$ cat src/rtl/seg_display_arbiter.sv
`default_nettype none
// ============================================================================
// Module   : seg_display_arbiter
// Purpose  : Shares one 8-digit seven-segment display between N_REQ
//            requesters. Fixed priority (index 0 highest), a minimum
//            ownership hold before a higher-priority requester may preempt,
//            a forced blanking gap before every new grant, and an optional
//            per-requester blink of the display enable.
// Ports    : clk          system clock
//            rst          asynchronous reset, active low
//            req[N]       level request per requester, held while displaying
//            blink[N]     flash the display while that requester owns it
//            signs_in     requester i codes at [32*i+31:32*i], nibble k=digit k
//            grant[N]     one-hot current owner, zero when nobody owns it
//            disp_en      display enable to the digit-multiplexing driver
//            sign7..sign0 digit codes to the driver, sign0 = rightmost digit
// Revision : 1.0  initial release
// ============================================================================
module seg_display_arbiter #(
  parameter int N_REQ        = 3,
  parameter int HOLD_CYCLES  = 1000,
  parameter int BLANK_CYCLES = 4,
  parameter int BLINK_HALF   = 12500000
) (
  input  logic                 clk,
  input  logic                 rst,
  input  logic [N_REQ-1:0]     req,
  input  logic [N_REQ-1:0]     blink,
  input  logic [32*N_REQ-1:0]  signs_in,
  output logic [N_REQ-1:0]     grant,
  output logic                 disp_en,
  output logic [3:0]           sign7,
  output logic [3:0]           sign6,
  output logic [3:0]           sign5,
  output logic [3:0]           sign4,
  output logic [3:0]           sign3,
  output logic [3:0]           sign2,
  output logic [3:0]           sign1,
  output logic [3:0]           sign0
);

  localparam int c_idx_w   = (N_REQ > 1) ? $clog2(N_REQ) : 1;
  localparam int c_hold_w  = $clog2(HOLD_CYCLES + 1);
  localparam int c_blank_w = $clog2(BLANK_CYCLES + 1);
  localparam int c_blink_w = $clog2(BLINK_HALF + 1);

  localparam logic [c_hold_w-1:0]  c_hold_max  = c_hold_w'(HOLD_CYCLES);
  localparam logic [c_blank_w-1:0] c_blank_ld  = c_blank_w'(BLANK_CYCLES - 1);
  localparam logic [c_blink_w-1:0] c_blink_end = c_blink_w'(BLINK_HALF - 1);
  localparam logic [N_REQ-1:0]     c_one       = {{(N_REQ-1){1'b0}}, 1'b1};

  typedef enum logic [1:0] {
    ST_IDLE  = 2'd0,
    ST_BLANK = 2'd1,
    ST_OWN   = 2'd2
  } state_t;

  // Arbitration state
  state_t               r_state;
  logic [c_idx_w-1:0]   r_pending;
  logic [c_idx_w-1:0]   r_owner;
  logic [c_blank_w-1:0] r_blank_cnt;
  logic [c_hold_w-1:0]  r_hold_cnt;

  // Output stage
  logic [N_REQ-1:0]     r_grant;
  logic                 r_disp_en;
  logic [31:0]          r_signs;
  logic [c_blink_w-1:0] r_blink_cnt;
  logic                 r_blink_phase;

  // Next-state values
  state_t               w_next_state;
  logic [c_idx_w-1:0]   w_next_pending;
  logic [c_idx_w-1:0]   w_next_owner;
  logic [c_blank_w-1:0] w_next_blank_cnt;
  logic [c_hold_w-1:0]  w_next_hold_cnt;

  logic [c_idx_w-1:0]   w_win;
  logic                 w_any_req;
  logic [N_REQ-1:0]     w_owner_onehot;
  logic                 w_higher_req;
  logic                 w_owner_req;
  logic                 w_pending_req;
  logic                 w_owner_blink;
  logic [31:0]          w_owner_signs;

  // Lowest-index active request wins.
  always_comb begin
    w_win = '0;
    for (int i = N_REQ - 1; i >= 0; i--) begin
      if (req[i]) begin
        w_win = c_idx_w'(i);
      end
    end
  end

  // Code word of the current owner.
  always_comb begin
    w_owner_signs = '0;
    for (int i = 0; i < N_REQ; i++) begin
      if (r_owner == c_idx_w'(i)) begin
        w_owner_signs = signs_in[32*i +: 32];
      end
    end
  end

  assign w_any_req      = |req;
  assign w_owner_onehot = c_one << r_owner;
  // Mask of all indices strictly below the owner (higher priority).
  assign w_higher_req   = |(req & (w_owner_onehot - c_one));
  assign w_owner_req    = req[r_owner];
  assign w_pending_req  = req[r_pending];
  assign w_owner_blink  = blink[r_owner];

  // --------------------------------------------------------------------------
  // FSM: state register
  // --------------------------------------------------------------------------
  always_ff @(posedge clk or negedge rst) begin
    if (!rst) begin
      r_state     <= ST_IDLE;
      r_pending   <= '0;
      r_owner     <= '0;
      r_blank_cnt <= '0;
      r_hold_cnt  <= '0;
    end else begin
      r_state     <= w_next_state;
      r_pending   <= w_next_pending;
      r_owner     <= w_next_owner;
      r_blank_cnt <= w_next_blank_cnt;
      r_hold_cnt  <= w_next_hold_cnt;
    end
  end

  // --------------------------------------------------------------------------
  // FSM: next-state logic
  // --------------------------------------------------------------------------
  always_comb begin
    w_next_state     = r_state;
    w_next_pending   = r_pending;
    w_next_owner     = r_owner;
    w_next_blank_cnt = r_blank_cnt;
    w_next_hold_cnt  = r_hold_cnt;

    case (r_state)
      ST_IDLE: begin
        if (w_any_req) begin
          w_next_state     = ST_BLANK;
          w_next_pending   = w_win;
          w_next_blank_cnt = c_blank_ld;
        end
      end

      ST_BLANK: begin
        // Pending follows the current winner without restarting the gap.
        if (w_any_req) begin
          w_next_pending = w_win;
        end
        if (r_blank_cnt == '0) begin
          if (w_pending_req) begin
            w_next_state    = ST_OWN;
            w_next_owner    = r_pending;
            w_next_hold_cnt = '0;
          end else if (!w_any_req) begin
            w_next_state = ST_IDLE;
          end else begin
            // Pending dropped at the last moment: start a fresh gap.
            w_next_blank_cnt = c_blank_ld;
          end
        end else begin
          w_next_blank_cnt = r_blank_cnt - 1'b1;
        end
      end

      ST_OWN: begin
        if (r_hold_cnt != c_hold_max) begin
          w_next_hold_cnt = r_hold_cnt + 1'b1;
        end
        // Release takes precedence over preemption; both lead to BLANK.
        if (!w_owner_req) begin
          if (w_any_req) begin
            w_next_state     = ST_BLANK;
            w_next_pending   = w_win;
            w_next_blank_cnt = c_blank_ld;
          end else begin
            w_next_state = ST_IDLE;
          end
        end else if (w_higher_req && (r_hold_cnt == c_hold_max)) begin
          w_next_state     = ST_BLANK;
          w_next_pending   = w_win;
          w_next_blank_cnt = c_blank_ld;
        end
      end

      default: begin
        w_next_state = ST_IDLE;
      end
    endcase
  end

  // --------------------------------------------------------------------------
  // Output stage. Grant is asserted only while ownership continues, so it
  // drops on the same edge the FSM leaves OWN. Signs and enable follow the
  // registered grant one cycle later.
  // --------------------------------------------------------------------------
  always_ff @(posedge clk or negedge rst) begin
    if (!rst) begin
      r_grant       <= '0;
      r_disp_en     <= 1'b0;
      r_signs       <= '0;
      r_blink_cnt   <= '0;
      r_blink_phase <= 1'b1;
    end else begin
      if ((r_state == ST_OWN) && (w_next_state == ST_OWN)) begin
        r_grant <= w_owner_onehot;
      end else begin
        r_grant <= '0;
      end

      if (r_grant != '0) begin
        r_signs <= w_owner_signs;
        if (w_owner_blink) begin
          r_disp_en <= r_blink_phase;
          if (r_blink_cnt == c_blink_end) begin
            r_blink_cnt   <= '0;
            r_blink_phase <= ~r_blink_phase;
          end else begin
            r_blink_cnt <= r_blink_cnt + 1'b1;
          end
        end else begin
          r_disp_en     <= 1'b1;
          r_blink_cnt   <= '0;
          r_blink_phase <= 1'b1;
        end
      end else begin
        // Not displaying: blink restarts "on" at the next ownership.
        r_signs       <= '0;
        r_disp_en     <= 1'b0;
        r_blink_cnt   <= '0;
        r_blink_phase <= 1'b1;
      end
    end
  end

  assign grant   = r_grant;
  assign disp_en = r_disp_en;
  assign sign7   = r_signs[31:28];
  assign sign6   = r_signs[27:24];
  assign sign5   = r_signs[23:20];
  assign sign4   = r_signs[19:16];
  assign sign3   = r_signs[15:12];
  assign sign2   = r_signs[11:8];
  assign sign1   = r_signs[7:4];
  assign sign0   = r_signs[3:0];

endmodule
`default_nettype wire

$ cat config.mk
export PLATFORM = sky130hd
export DESIGN_NAME = seg_display_arbiter
export DESIGN_NICKNAME = d
export VERILOG_FILES = /design/src/rtl/seg_display_arbiter.sv
export SDC_FILE = /design/constraint.sdc
export NUM_CORES = 1
export LEC_CHECK = 0
export ABC_AREA = 0
export ABC_CLOCK_PERIOD_IN_PS = 1900
export CAP_MARGIN = 15
export CORE_AREA = 2 2 110 112
export DETAILED_ROUTE_END_ITERATION = 12
export DIE_AREA = 0 0 112 114
export PLACE_DENSITY = 0.69
export SYNTH_ARGS = -nofsm -noshare
export SYNTH_HDL_FRONTEND = slang
export SYNTH_SLANG_ARGS = --single-unit
export TNS_END_PERCENT = 5
$ cat constraint.sdc
create_clock -name clk -period 1.9 [get_ports clk]
set_input_delay 0.19 -clock clk [delete_from_list [all_inputs] [get_ports clk]]
set_output_delay 0.19 -clock clk [all_outputs]
set_load 0.02 [all_outputs]
* Word-level counts from Yosys, hierarchy flattened
Cells that the tools add are included.
** Word-level totals
- Bits in registers :: 80
- Input bits :: 104
- Output and inout bits :: 36
- Word-level logic and storage cells :: 93
** Cells by class
- Add/sub/neg operators :: 4
- $lt $le $gt $ge :: 2
- Eq/ne operators :: 14
- Shift operators :: 1
- Mux-type cells :: 44
- Bitwise logic cells :: 2
- Reductions and logical operators :: 16
** Operators by type and width (count)
- 32-bit two-way mux :: 4
- 24-bit two-way mux :: 3
- 10-bit two-way mux :: 3
- 24-bit by 1-bit adder with 24-bit output (second input constant) :: 1
- 24-bit == test (second input constant) :: 1
- 2-bit two-way mux :: 12
- 10-bit one-hot mux with 2 select lines :: 1
- 3-bit two-way mux :: 6
- 10-bit by 1-bit adder with 10-bit output (second input constant) :: 1
- 10-bit == test (second input constant) :: 1
- 10-bit != test (second input constant) :: 1
- 1-bit two-way mux :: 9
- 3-bit one-hot mux with 3 select lines :: 1
- 1-bit binary-select mux with 2-bit select :: 3
- 2-bit == test (second input constant) :: 3
- 2-bit by 3-bit less-than comparator with 1-bit output (second input constant) :: 2
- 2-bit != test (second input constant) :: 3
- 3-bit != test (second input constant) :: 2
- 2-bit one-hot mux with 3 select lines :: 1
- 3-bit AND reduction :: 2
- 3-bit nonzero test :: 2
- 3-bit OR reduction :: 2
- 3-bit by 1-bit subtractor with 3-bit output (second input constant) :: 2
- 2-bit by 1-bit == test with 1-bit output (second input constant) :: 2
- other kinds (12) :: 15

* Logic depth before layout (Yosys ltp)
- Depth in word-level cells :: 11
- Mapped depth :: 8
- Depth with buffers taken out :: 7

* Worst setup path before layout
OpenSTA, ideal clock, no wires.
- Path type :: reg-to-reg
- From :: reg r_blank_cnt[0]
- To :: reg r_grant[1], in the netlist grant[1]
- Library setup time :: 0.095 ns
- Arrival time :: 1.805 ns
- Data required time :: 1.805 ns
- Path slack :: 0.000 ns
- Stages on the path, launching flop included :: 8
- Path buffers :: 0
- Period minus slack after synthesis :: 1.900 ns
- Path through :: dfrtp_1 -> inv_1 -> ha_1 -> nor2b_1 -> and2_1 -> a21oi_2 -> a2111o_1 -> nor4b_2
** On the way
- Longest elaborated chain between the ends :: 6
** RTL lines
- start: declaration :: RTL line 62 : logic [c_blank_w-1:0] r_blank_cnt;
- start signal: assignment :: RTL line 130 : r_blank_cnt <= w_next_blank_cnt;
- 3-bit logical NOT :: RTL line 159 : if (r_blank_cnt == '0) begin
- 2-bit two-way mux :: RTL line 159
- 2-bit one-hot mux with 3 select lines :: RTL line 145 : case (r_state)
- 2-bit == test :: RTL line 214 : if ((r_state == ST_OWN) && (w_next_state == ST_OWN)) begin
- 1-bit logical AND :: RTL line 214
- 3-bit two-way mux :: RTL line 214
- end signal: assignment :: RTL line 215 : r_grant <= w_owner_onehot;
- end: declaration :: RTL line 66 : logic [N_REQ-1:0] r_grant;
Every way passes these cells.
A chain may end at the register's enable or synchronous reset.

* Final worst setup path
Same ends and word-level chain as after synthesis.

==> flow_metrics.env <==
export IMPL_worst_path_max_fanout=3
export IMPL_yosys_most_used_dff="sky130_fd_sc_hd__dfrtp_1"
export IMPL_dp_slack_ns=-0.240
export IMPL_synth_area_um2=4280
export IMPL_drcViolationCount=0
export IMPL_via_count_of_the_first_global_routing_pass=3836
export IMPL_critPathKind="flip-flop to flip-flop"
export IMPL_slew_limit_headroom=0.667
export IMPL_worst_setup_path_startpoint="r_blank_cnt[0]"
export IMPL_gp_congestion=0.811
export IMPL_clock_insertion_delay_worst_skew_ns=0.34
export IMPL_synth_avg_cell_area_um2=9.33
export IMPL_route_antenna_remaining_nets=0
export IMPL_io_pins=140
export IMPL_dieArea_um2=12800
export IMPL_route_detailed_wl_per_inst_um=14.7
export IMPL_cts_inserted_buffers=9
export IMPL_synth_cells_most_frequent="sky130_fd_sc_hd__nor2_1, sky130_fd_sc_hd__dfrtp_1, sky130_fd_sc_hd__a21oi_1, sky130_fd_sc_hd__mux2i_1, sky130_fd_sc_hd__nand2_1"
export IMPL_setup_violations_final=0
export IMPL_power_density_nw_per_um2=986
export IMPL_die_h_um=114
export IMPL_drt_pre_antenna_iters=4
export IMPL_hold_viol=0
export IMPL_chipWidth_um=112
export IMPL_synth_edff_count=0
export IMPL_worst_endpoint_arrival_ns=2.11
export IMPL_gr_usage_all_layers=0.182
export IMPL_status="finished, final reports clean"
export IMPL_yosysMostFrequentCell="sky130_fd_sc_hd__nor2_1"
export IMPL_drt_iter0_drc=215
export IMPL_post_detailed_route_via_to_cell_ratio=5.05
export IMPL_number_of_register_bits_inferred_by_synthesis=80
export IMPL_final_net_count=744
export IMPL_fin_crit_ns=1.86
export IMPL_final_instance_count_excl_fill=783
export IMPL_synthCells=459
export IMPL_worst_path_max_delay_cell="sky130_fd_sc_hd__a2111o_1"
export IMPL_floorplan_initialDensity=0.366
export IMPL_post_place_cells=762
export IMPL_flow_area_growth_from_synthesis_pct=50.5
export IMPL_netlist_top_cell_by_area="sky130_fd_sc_hd__dfrtp_1"
export IMPL_cts_max_level=3
export IMPL_pin_count_of_the_biggest_net_entering_global_routing=37
export IMPL_final_max_slew_violation_count=0
export IMPL_mappedNetlistNets=572
export IMPL_setup_repair_after_global_routing_missed_its_margin="yes"
export IMPL_synth_seq_area_share=0.468
export IMPL_global_route_wire_length_before_repair_um=18700
export IMPL_grt_overflow=0
export IMPL_ys_async_sr_fraction=1.00
export IMPL_dp_hpwl_um=8790
export IMPL_drt_total_wl_um=11500
export IMPL_ys_top_cells_by_area="sky130_fd_sc_hd__dfrtp_1, sky130_fd_sc_hd__nor2_1, sky130_fd_sc_hd__mux2i_1, sky130_fd_sc_hd__a21oi_1, sky130_fd_sc_hd__xor2_1"
export IMPL_timing_hold_worst_class="primary input to async pin"
export IMPL_yosysUniqueCellTypes=53
export IMPL_antenna_found_initial=0
export IMPL_worst_setup_path_start_kind="flip-flop"
export IMPL_timing_fmax_mhz=537
export IMPL_critPathTopFamily="compound AO/OA/AOI/OAI gates"
export IMPL_clock_skew_final_ns=0.00863
export IMPL_cts_sinks=80
export IMPL_critical_path_n_buffers_inverters=2
export IMPL_cp_end_kind="flip-flop"
export IMPL_cts_clk_slew_worst_paths_ns=0.06
export IMPL_max_stage_delay_ns=0.48
export IMPL_critical_path_reg2reg_startpoint="r_blank_cnt[0]"
export IMPL_count_of_vias_placed_by_the_detailed_router=3956
export IMPL_ys_warnings_count=0
export IMPL_postLayoutCoreUtil=0.550
export IMPL_cp_data_required_time_ns=2.15
export IMPL_power_mw=6.35
export IMPL_rows=40
export IMPL_tritoncts="done"
export IMPL_core_ar_um2=11700
export IMPL_clockBufferDepth=2
export IMPL_timing_final_ws_setup_ns=0.0367
export IMPL_power_leakage_nw=2.74
export IMPL_ir_worst_vdd_v=0.000726
export IMPL_worst_pin_slew_ns=0.496
export IMPL_clk_root_buffer_cell="sky130_fd_sc_hd__clkbuf_16"
export IMPL_placement_io_buffers=139
export IMPL_crit_path_cell_trace="inv_1, ha_1, nor2b_1, buf_4, nand2_1, a22oi_1, a2111o_1, nor4b_2"
export IMPL_antenna_cells_inserted=0
export IMPL_synth_largest_type_area_fraction=0.462
export IMPL_period_share=0.981
export IMPL_drv_max_cap_violation_count=0
export IMPL_layout_drive_gt1_share=0.118
-- metal layers --
metal / wire length, um / GRT usage / part of all wire
met5: 0 / 0 / 0
met3: 556 / 0.0414 / 0.048
met2: 5720 / 0.292 / 0.50
met4: 206 / 0.0683 / 0.018
met1: 5030 / 0.244 / 0.44
-- sequential cells by signal, summed over array words and instances (netlist names) --
register / cells
r_signs: 32
r_blink_cnt: 24
r_hold_cnt: 10
grant: 3
r_blank_cnt: 3
r_owner: 2
r_pending: 2
r_state: 2
disp_en: 1
r_blink_phase: 1
-- timing repair --
| item | 4_1_cts | 5_1_grt |
|---|---|---|
| hold buffers | 1 | 0 |
| setup buffers | 3 | 1 |
| gates cloned | 0 | 0 |
| endpoints found under the setup margin | 1 | 30 |
| hold endpoints to repair | 29 | 0 |
| resized for setup | 1 | 3 |
| pin swaps | 3 | 2 |
-- cells by family after synthesis --
group / Yosys count / synth area share
DFF: 80 / 0.468
AOI/OAI and AO/OA: 71 / 0.108
and+or+nand+nor: 202 / 0.225
muxes: 37 / 0.0880
buffers and inverters: 34 / 0.0319
xor gates and xnor gates: 26 / 0.0532
adders and majority gates: 9 / 0.0263
-- cell type report --
class / instances / area, um2
clock buffers: 9 / 225
clock inverters: 7 / 77.6
fillers: 1065 / 5270
inverters: 14 / 52.6
multi-input cells: 345 / 2170
flip-flops and latches: 80 / 2000
well taps: 147 / 184
repair buffers: 181 / 1730
-- per-stage QoR --
step,TNS [ns],instance area (um2),hold slack [ns]
2_1_floorplan,0,4280,-0.106
3_3_place_gp,-0.554,6080,0.162
3_5_place_dp,-1.73,6080,0.172
4_1_cts,0,6420,0.359
5_1_grt,-0.170,6440,0.406
6_report,0,6440,0.339
-- path summary, 6_finish.rpt --
path | end | slack, ns | depth (start not counted)
max | grant[1] | 0.04 | 8
min reg2reg | r_blink_cnt[0] | 0.49 | 1
min in group clk | r_signs[19] | 0.45 | 3
max in group asynchronous | r_blink_phase | 0.97 | 3
max reg2reg | grant[1] | 0.04 | 8
min | r_blink_cnt[23] | 0.34 | 2
-- cells in the final DEF, fill, tap and decap left out, types with 5 or more instances in the layout --
| master | synthesis | layout |
|---|---|---|
| sky130_fd_sc_hd__clkdlybuf4s50_1 | 0 | 138 |
| sky130_fd_sc_hd__nor2_1 | 102 | 102 |
| sky130_fd_sc_hd__dfrtp_1 | 79 | 78 |
| sky130_fd_sc_hd__buf_4 | 0 | 40 |
| sky130_fd_sc_hd__a21oi_1 | 35 | 35 |
| sky130_fd_sc_hd__mux2i_1 | 34 | 34 |
| sky130_fd_sc_hd__nand2_1 | 30 | 29 |
| sky130_fd_sc_hd__xor2_1 | 20 | 20 |
| sky130_fd_sc_hd__nand3_1 | 19 | 19 |
| sky130_fd_sc_hd__inv_1 | 14 | 14 |
| sky130_fd_sc_hd__nand4_1 | 9 | 9 |
| sky130_fd_sc_hd__ha_1 | 9 | 9 |
| sky130_fd_sc_hd__clkbuf_16 | 0 | 9 |
| sky130_fd_sc_hd__xnor2_1 | 6 | 6 |
| sky130_fd_sc_hd__and3_1 | 5 | 5 |
| sky130_fd_sc_hd__nor3_1 | 7 | 5 |
-- report_power, final --
part,switching [mW],internal [mW],leakage [nW]
logic,1.35,1.20,1.51
clock network,0.732,1.03,0.135
registers,0.185,1.86,1.10
total,2.27,4.09,2.74
Note: power is estimated with default switching activity, not from simulation.
